[config.mk]
export PLATFORM = sky130hd
export DESIGN_NAME = edge_proc_pipe
export DESIGN_NICKNAME = d
export VERILOG_FILES = /design/src/rtl/edge_pkg.sv /design/src/rtl/edge_proc_pipe_forecast.sv /design/src/rtl/edge_proc_pipe.sv
export SDC_FILE = /design/constraint.sdc
export NUM_CORES = 1
export LEC_CHECK = 0
export CELL_PAD_IN_SITES_DETAIL_PLACEMENT = 1
export CELL_PAD_IN_SITES_GLOBAL_PLACEMENT = 2
export CORE_MARGIN = 4
export CORE_UTILIZATION = 29
export CTS_BUF_LIST = sky130_fd_sc_hd__clkbuf_4 sky130_fd_sc_hd__clkbuf_8
export DETAILED_ROUTE_END_ITERATION = 10
export PLACE_DENSITY_LB_ADDON = 0.1
export SKIP_LAST_GASP = 1
export SYNTH_ARGS = -nofsm -noshare
export SYNTH_HDL_FRONTEND = slang
export SYNTH_SLANG_ARGS = --single-unit
[constraint.sdc]
create_clock -name clk -period 7.1 [get_ports clk]
set_input_delay 1.065 -clock clk [delete_from_list [all_inputs] [get_ports clk]]
set_output_delay 1.065 -clock clk [all_outputs]
set_load 0.02 [all_outputs]
[src/rtl/edge_pkg.sv]
// ============================================================================
// Package : edge_pkg
// Desc    : Shared types, default XGA timing and grayscale helper for the
//           edge-processing pipeline.
// Rev     : 1.0  initial release
// ============================================================================
`default_nettype none

package edge_pkg;

    typedef enum logic [1:0] {
        PASS  = 2'd0,
        GRAY  = 2'd1,
        SOBEL = 2'd2
    } mode_t;

    localparam int XGA_H_TOTAL  = 1056;
    localparam int XGA_V_TOTAL  = 806;
    localparam int XGA_H_ACTIVE = 1024;
    localparam int XGA_V_ACTIVE = 768;
    localparam int CH_W         = 6;

    // so_switch wins over gs_switch
    function automatic mode_t select_mode(input logic so, input logic gs);
        if (so)
            return SOBEL;
        else if (gs)
            return GRAY;
        else
            return PASS;
    endfunction

    // (R + 2G + B) >> 2 on an RGB 6:6:6 pixel; the 8-bit sum cannot overflow
    function automatic logic [CH_W-1:0] gray_weight(input logic [3*CH_W-1:0] px);
        logic [CH_W+1:0] sum;
        sum = {2'b00, px[3*CH_W-1:2*CH_W]}
            + {1'b0, px[2*CH_W-1:CH_W], 1'b0}
            + {2'b00, px[CH_W-1:0]};
        return sum[CH_W+1:2];
    endfunction

endpackage

`default_nettype wire

[src/rtl/edge_proc_pipe_forecast.sv]
// ============================================================================
// Module : pix_addr_forecast
// Desc   : Forecasts raster position LEAD pixels ahead, builds the ZBT word
//          address / write enable and delays them PROC_LAT cycles.
// Rev    : 1.0  initial release
// ============================================================================
`default_nettype none

module pix_addr_forecast
    import edge_pkg::*;
#(
    parameter  int PIX_PER_WORD = 2,
    parameter  int LEAD         = 8,
    parameter  int H_TOTAL      = XGA_H_TOTAL,
    parameter  int V_TOTAL      = XGA_V_TOTAL,
    parameter  int H_ACTIVE     = XGA_H_ACTIVE,
    parameter  int V_ACTIVE     = XGA_V_ACTIVE,
    parameter  int PROC_LAT     = 8,
    localparam int WSH          = $clog2(PIX_PER_WORD),
    localparam int ADDR_W       = 20 - WSH
) (
    input  logic              clk,
    input  logic              reset,
    input  logic [10:0]       hcount,
    input  logic [9:0]        vcount,
    output logic [ADDR_W-1:0] wr_addr,
    output logic              wr_en
);

    localparam logic [10:0] H_WRAP = 11'(H_TOTAL - LEAD);
    localparam logic [10:0] H_LEAD = 11'(LEAD);
    localparam logic [10:0] H_ACT  = 11'(H_ACTIVE);
    localparam logic [9:0]  V_LAST = 10'(V_TOTAL - 1);
    localparam logic [9:0]  V_ACT  = 10'(V_ACTIVE);

    logic              w_wrap;
    logic [10:0]       w_hcount_f;
    logic [9:0]        w_vcount_f;
    logic              w_last_lane;
    logic [ADDR_W-1:0] w_addr_f;
    logic              w_we_f;
    logic [ADDR_W:0]   r_dly [PROC_LAT];

    assign w_wrap     = (hcount >= H_WRAP);
    assign w_hcount_f = w_wrap ? (hcount - H_WRAP) : (hcount + H_LEAD);
    assign w_vcount_f = !w_wrap             ? vcount :
                        (vcount == V_LAST)  ? 10'd0  : (vcount + 10'd1);

    // Only the last pixel of a packed word triggers its write
    generate
        if (WSH == 0) begin : g_single_lane
            assign w_last_lane = 1'b1;
        end else begin : g_multi_lane
            assign w_last_lane = (w_hcount_f[WSH-1:0] == WSH'(PIX_PER_WORD - 1));
        end
    endgenerate

    assign w_addr_f = {w_vcount_f, w_hcount_f[9:WSH]};
    assign w_we_f   = (w_hcount_f < H_ACT) && (w_vcount_f < V_ACT) && w_last_lane;

    always_ff @(posedge clk) begin
        if (reset) begin
            for (int i = 0; i < PROC_LAT; i++)
                r_dly[i] <= '0;
        end else begin
            r_dly[0] <= {w_addr_f, w_we_f};
            for (int i = 1; i < PROC_LAT; i++)
                r_dly[i] <= r_dly[i-1];
        end
    end

    assign {wr_addr, wr_en} = r_dly[PROC_LAT-1];

endmodule

`default_nettype wire

[src/rtl/edge_proc_pipe.sv]
// ============================================================================
// Module : edge_proc_pipe
// Desc   : N-pixel-per-word pass / grayscale / Sobel-threshold stage feeding
//          the ZBT write port. Optional macro EDGE_STATS_EN adds a per-frame
//          edge pixel counter on edge_count.
// Rev    : 1.0  initial release
// ============================================================================
`default_nettype none

module edge_proc_pipe
    import edge_pkg::*;
#(
    parameter  int PIX_PER_WORD = 2,
    parameter  int PIX_W        = 18,
    parameter  int MAG_W        = 8,
    parameter  int LEAD         = 8,
    parameter  int H_TOTAL      = XGA_H_TOTAL,
    parameter  int V_TOTAL      = XGA_V_TOTAL,
    parameter  int H_ACTIVE     = XGA_H_ACTIVE,
    parameter  int V_ACTIVE     = XGA_V_ACTIVE,
    parameter  int PROC_LAT     = 8,
    localparam int ADDR_W       = 20 - $clog2(PIX_PER_WORD)
) (
    input  logic                          clk,
    input  logic                          reset,
    input  logic [10:0]                   hcount,
    input  logic [9:0]                    vcount,
    input  logic [PIX_PER_WORD*PIX_W-1:0] pix_in,
    input  logic [PIX_PER_WORD*MAG_W-1:0] mag_in,
    input  logic [MAG_W-1:0]              thresh,
    input  logic                          gs_switch,
    input  logic                          so_switch,
    output logic [PIX_PER_WORD*PIX_W-1:0] wr_word,
    output logic [ADDR_W-1:0]             wr_addr,
    output logic                          wr_en,
    output logic                          edg_sel,
    output logic                          frame_start,
    output logic [19:0]                   edge_count
);

    mode_t                         r_mode;
    logic                          w_fs;
    logic [PIX_PER_WORD*PIX_W-1:0] w_word;
    logic [PIX_PER_WORD-1:0]       w_edge;
    logic [PIX_PER_WORD*PIX_W-1:0] r_word;
    logic                          r_edg_sel;
    logic                          r_frame_start;

    pix_addr_forecast #(
        .PIX_PER_WORD (PIX_PER_WORD),
        .LEAD         (LEAD),
        .H_TOTAL      (H_TOTAL),
        .V_TOTAL      (V_TOTAL),
        .H_ACTIVE     (H_ACTIVE),
        .V_ACTIVE     (V_ACTIVE),
        .PROC_LAT     (PROC_LAT)
    ) u_forecast (
        .clk     (clk),
        .reset   (reset),
        .hcount  (hcount),
        .vcount  (vcount),
        .wr_addr (wr_addr),
        .wr_en   (wr_en)
    );

    assign w_fs = (hcount == 11'd0) && (vcount == 10'd0);

    // Lane processing; PIX_W is the RGB 6:6:6 width (3*CH_W)
    generate
        for (genvar l = 0; l < PIX_PER_WORD; l++) begin : g_lane
            logic [PIX_W-1:0] w_pix;
            logic [MAG_W-1:0] w_mag;
            logic [CH_W-1:0]  w_gray;

            assign w_pix     = pix_in[l*PIX_W +: PIX_W];
            assign w_mag     = mag_in[l*MAG_W +: MAG_W];
            assign w_gray    = gray_weight(w_pix);
            assign w_edge[l] = (r_mode == SOBEL) && (w_mag >= thresh);
            assign w_word[l*PIX_W +: PIX_W] =
                (r_mode == SOBEL) ? {PIX_W{w_edge[l]}}      :
                (r_mode == GRAY)  ? {w_gray, w_gray, w_gray} : w_pix;
        end
    endgenerate

    // Mode only changes at the top-left pixel so a frame is never mixed
    always_ff @(posedge clk) begin
        if (reset) begin
            r_mode        <= PASS;
            r_word        <= '0;
            r_edg_sel     <= 1'b0;
            r_frame_start <= 1'b0;
        end else begin
            if (w_fs)
                r_mode <= select_mode(so_switch, gs_switch);
            r_word        <= w_word;
            r_edg_sel     <= |w_edge;
            r_frame_start <= w_fs;
        end
    end

    assign wr_word     = r_word;
    assign edg_sel     = r_edg_sel;
    assign frame_start = r_frame_start;

`ifdef EDGE_STATS_EN
    logic [PIX_PER_WORD-1:0] r_edge_bits;
    logic [2:0]              w_edge_inc;
    logic [20:0]             w_acc_sum;
    logic [19:0]             r_edge_acc;
    logic [19:0]             r_edge_count;

    always_comb begin
        w_edge_inc = '0;
        if (wr_en) begin
            for (int i = 0; i < PIX_PER_WORD; i++)
                w_edge_inc = w_edge_inc + 3'(r_edge_bits[i]);
        end
    end

    // On the frame-start cycle the old total is published and the new frame
    // starts from this cycle's increment
    assign w_acc_sum = {1'b0, (r_frame_start ? 20'd0 : r_edge_acc)} + 21'(w_edge_inc);

    always_ff @(posedge clk) begin
        if (reset) begin
            r_edge_bits  <= '0;
            r_edge_acc   <= '0;
            r_edge_count <= '0;
        end else begin
            r_edge_bits <= w_edge;
            r_edge_acc  <= w_acc_sum[20] ? 20'hFFFFF : w_acc_sum[19:0];
            if (r_frame_start)
                r_edge_count <= r_edge_acc;
        end
    end

    assign edge_count = r_edge_count;
`else
    assign edge_count = 20'd0;
`endif

endmodule

`default_nettype wire

==> qor.txt <==
WORST SETUP PATH
-----------------------------------------------------------------------------------------------------
Worst Setup Start Kind                                                                     input port
Worst setup path class                                                                   input port to flop
Launch point of the worst reg-to-reg path                                                r_mode[0]$_SDFFE_PP0P_
CP Launch Point                                                                             hcount[5]
Worst reg-to-reg path cell count                                                                    5
Critical Path RT                                                                              7490 ps
Worst Path Max Fanout                                                                              12
Critical path data arrival time                                                               3830 ps
Critical path endpoint category                                                                  flop

STA
-----------------------------------------------------------------------------------------------------
Worst max-slew margin expressed relative to the limit                                           0.306
Max Freq                                                                                      291 MHz
Final setup skew                                                                              13.4 ps
Final cycle utilization of the critical path                                                    0.485
RSZ-0062 raised after global routing                                                            false
Setup TNS                                                                                        0 ps
Final-report hold violation count                                                                   0
Count of endpoints failing setup in the final report                                                0
Final critical delay including setup and external delays                                      3440 ps
Final Max Tran Viols                                                                                0
Worst slew pin tran                                                                           1040 ps

ROUTE
-----------------------------------------------------------------------------------------------------
Wirelength per Cell                                                                           13.4 um
Antenna Nets Post-Route                                                                             0
Iter 0 DRT Violations                                                                             139
Count of vias placed by the detailed router                                                      5004
Number of vias per cell after detailed routing                                                   4.17
Total Wirelength                                                                              16.1 mm
Number of remaining DRC errors                                                                      0
First-pass DRT Iterations                                                                           5

CLOCKING
-----------------------------------------------------------------------------------------------------
Buffer depth of the longest clock path                                                              2
Clock root cell                                                                              clkbuf_8
Post-CTS setup buffers                                                                              0
Post-cts repair resize count                                                                        0
Worst-path clk slew                                                                            100 ps
CTS tree                                                                                         done
Number of buffers inserted during clock tree synthesis                                             17
H-Tree Depth                                                                                        4
# clock sinks                                                                                     200
# hold bufs at CTS                                                                                  0
Clock insertion delay at the later pin of the skew report                                      440 ps

YOSYS
-----------------------------------------------------------------------------------------------------
Count of yosys warnings during synthesis                                                            0
Combinational family with the most area after synthesis                                  simple AND/OR/NAND/NOR gates
Simple logic cell fraction of the synthesized area                                              0.209
Netlist Area Pre-Place                                                                       7620 um2
Seq/Total Area, Yosys                                                                           0.526
Largest cells by area after synthesis                                                    dfxtp_1, nor2b_1, ha_1
Share of the synthesized area in the top cell type                                              0.526
Complex-gate fraction of the synthesized area                                                  0.0872
Most frequently used flop master after synthesis                                              dfxtp_1
Syn_area_per_cell                                                                            10.2 um2
Parity-gate share of the synthesized area counting xor and xnor cells                          0.0218
Cell taking the most area after synthesis                                                     dfxtp_1
Distinct cell type count after synthesis                                                           56
Share of synthesized flip-flops with an asynchronous set or reset                                   0
Post-synthesis share of cell area spent on full adders, half adders and majority gates         0.0808
Number of instances in the synthesized netlist                                                    745
Number of storage elements in the synthesis netlist                                               200
Number of flops mapped to enable cells by yosys                                                     0
Post-synthesis mux area share                                                                 0.00526

DIE
-----------------------------------------------------------------------------------------------------
Area of the die                                                                             28900 um2
Horiz. Die Dim                                                                                 170 um
Count of boundary I/O pins                                                                        163
Effective utilization at floorplan                                                              0.293
Standard-cell rows                                                                                 59
Chip height                                                                                    170 um
Standard cell core area                                                                     26000 um2

LAYOUT
-----------------------------------------------------------------------------------------------------
Final net count                                                                                   979
Fraction of final layout cells sized beyond drive strength 1                                   0.0462
ANT cells                                                                                           0
Layout-stage area growth over the synthesis result                                              25.1%

WORST HOLD PATH
-----------------------------------------------------------------------------------------------------
Start point of the worst min-delay path                                                  u_forecast.r_dly[0][48]$_SDFF_PP0_
Number of stages on the worst hold path                                                             1
Worst min-delay path category                                                            flop to flop

GLOBAL ROUTING
-----------------------------------------------------------------------------------------------------
First-pass GRT wire length                                                                    26.0 mm
Overflow left after global routing                                                                  0
Largest net degree at the start of global routing                                                 114
Via count of the first global-routing pass                                                       5090
Global router's overall resource usage                                                          0.110
Initial antenna violation count                                                                     0

STATUS
-----------------------------------------------------------------------------------------------------
Outcome                                                                                  complete, no violations

PLACEMENT
-----------------------------------------------------------------------------------------------------
IO buf count                                                                                      142
GPL Wtd Cong                                                                                    0.791
DP HPWL                                                                                       12.1 mm

JOB
-----------------------------------------------------------------------------------------------------
Max Cap Violations                                                                                  0

POWER AND IR DROP
-----------------------------------------------------------------------------------------------------
Total Power                                                                                   2.18 mW
Worst vdd rail ir drop                                                                         100 uV
Pwr per Cell Area                                                                          229 nW/um2
Leakage power summed over all cells                                                           3.75 nW

==> sequential cells by signal, summed over array words and instances (netlist names) <==
| signal | cells |
|---|---|
| u_forecast.r_dly | 160 |
| wr_word | 36 |
| edg_sel | 1 |
| frame_start | 1 |
| r_mode | 2 |
==> worst max-delay path, stage by stage <==
cell and delay [ps]:
clkdlybuf4s50_1 550, or4_1 740, a2111oi_4 790, nor2_2 210
a21o_1 320, nor2_1 150
==> metrics by stage <==
| step | hold WS (ps) | setup slack (ps) | instances | instance area [um2] | utilization |
|---|---|---|---|---|---|
| 2_1_floorplan | 414 | 4150 | 764 | 7690 | - |
| 5_1_grt | 454 | 3480 | 1200 | 9530 | 0.367 |
| 4_1_cts | 441 | 3710 | 1200 | 9530 | 0.367 |
| 3_5_place_dp | 425 | 3210 | 1168 | 9100 | 0.350 |
| 3_3_place_gp | 422 | 3360 | 1168 | 9100 | 0.350 |
| 6_report | 439 | 3660 | 1200 | 9530 | 0.367 |
==> synth_stat cells, types with 3 or more instances <==
| cell type | n |
|---|---|
| a22oi_1 | 5 |
| nand2_1 | 42 |
| o21a_1 | 3 |
| nor3b_1 | 4 |
| ha_1 | 30 |
| nand3b_1 | 4 |
| a311oi_1 | 6 |
| nor2b_1 | 151 |
| nand3_1 | 8 |
| o21ai_0 | 7 |
| fa_1 | 12 |
| o211ai_1 | 4 |
| buf_1 | 6 |
| and2_1 | 4 |
| nor2_1 | 23 |
| o21ai_1 | 6 |
| nor3_1 | 14 |
| clkbuf_1 | 25 |
| nand4_1 | 8 |
| a31oi_1 | 5 |
| xor2_1 | 4 |
| mux2i_1 | 4 |
| a21o_1 | 5 |
| xnor2_1 | 15 |
| dfxtp_1 | 200 |
| inv_1 | 22 |
| a21oi_1 | 42 |
| nand2b_1 | 3 |
| buf_4 | 40 |
| nor4_1 | 4 |
| and3_1 | 7 |
==> kinds of logic (layout without fill, tap and decap cells) <==
family	Yosys count	after routing
mux	4	4
xor+xnor	19	19
simple gates	281	281
fa+ha+maj	42	42
flops	200	200
buf+inv	97	198
compound gates	101	101
other cells	1	20
==> cells in the final DEF, fill, tap and decap left out, types with 8 or more instances in the layout <==
master and n:
dfxtp_1 200, nor2b_1 151, clkdlybuf4s50_1 141, nand2_1 42
a21oi_1 42, ha_1 30, nor2_1 23, inv_1 22
conb_1 20, clkbuf_8 17, nor3_1 14, xnor2_1 14
fa_1 12, nand4_1 8, nand3_1 8
==> layout make-up <==
cell class,count,area (um2)
multi-input combinational,467,3160
inverter,22,82.6
sequential,200,4000
fill,2948,16500
timing repair buffer,144,1440
tap,335,419
clock inverter,13,176
clock buffer,19,249
==> per-layer routing <==
layer,GRT usage,share of wire,routed length (um),vias to the layer above
met2,0.175,0.46,7420,112
met3,0.0330,0.064,1030,13
li1,-,-,-,2613
met5,0,0,0,-
met4,0.0368,0.012,199,0
met1,0.144,0.46,7420,2266
==> report_power, final <==
group          switching, mW  internal, mW  total (mW)
sequential           0.00709          1.15        1.16
clock                  0.404         0.338       0.742
combinational          0.150         0.131       0.281
==> path summary, 6_finish.rpt <==
path                                                            to  slack, ps
worst max-delay path            u_forecast.r_dly[0][11]$_SDFF_PP0_       3660
worst min-delay path            u_forecast.r_dly[0][68]$_SDFF_PP0_        440
worst max register to register              wr_word[23]$_SDFF_PP0_       4760
worst min register to register  u_forecast.r_dly[0][68]$_SDFF_PP0_        440
No activity file was read; power rests on OpenSTA's default activity.
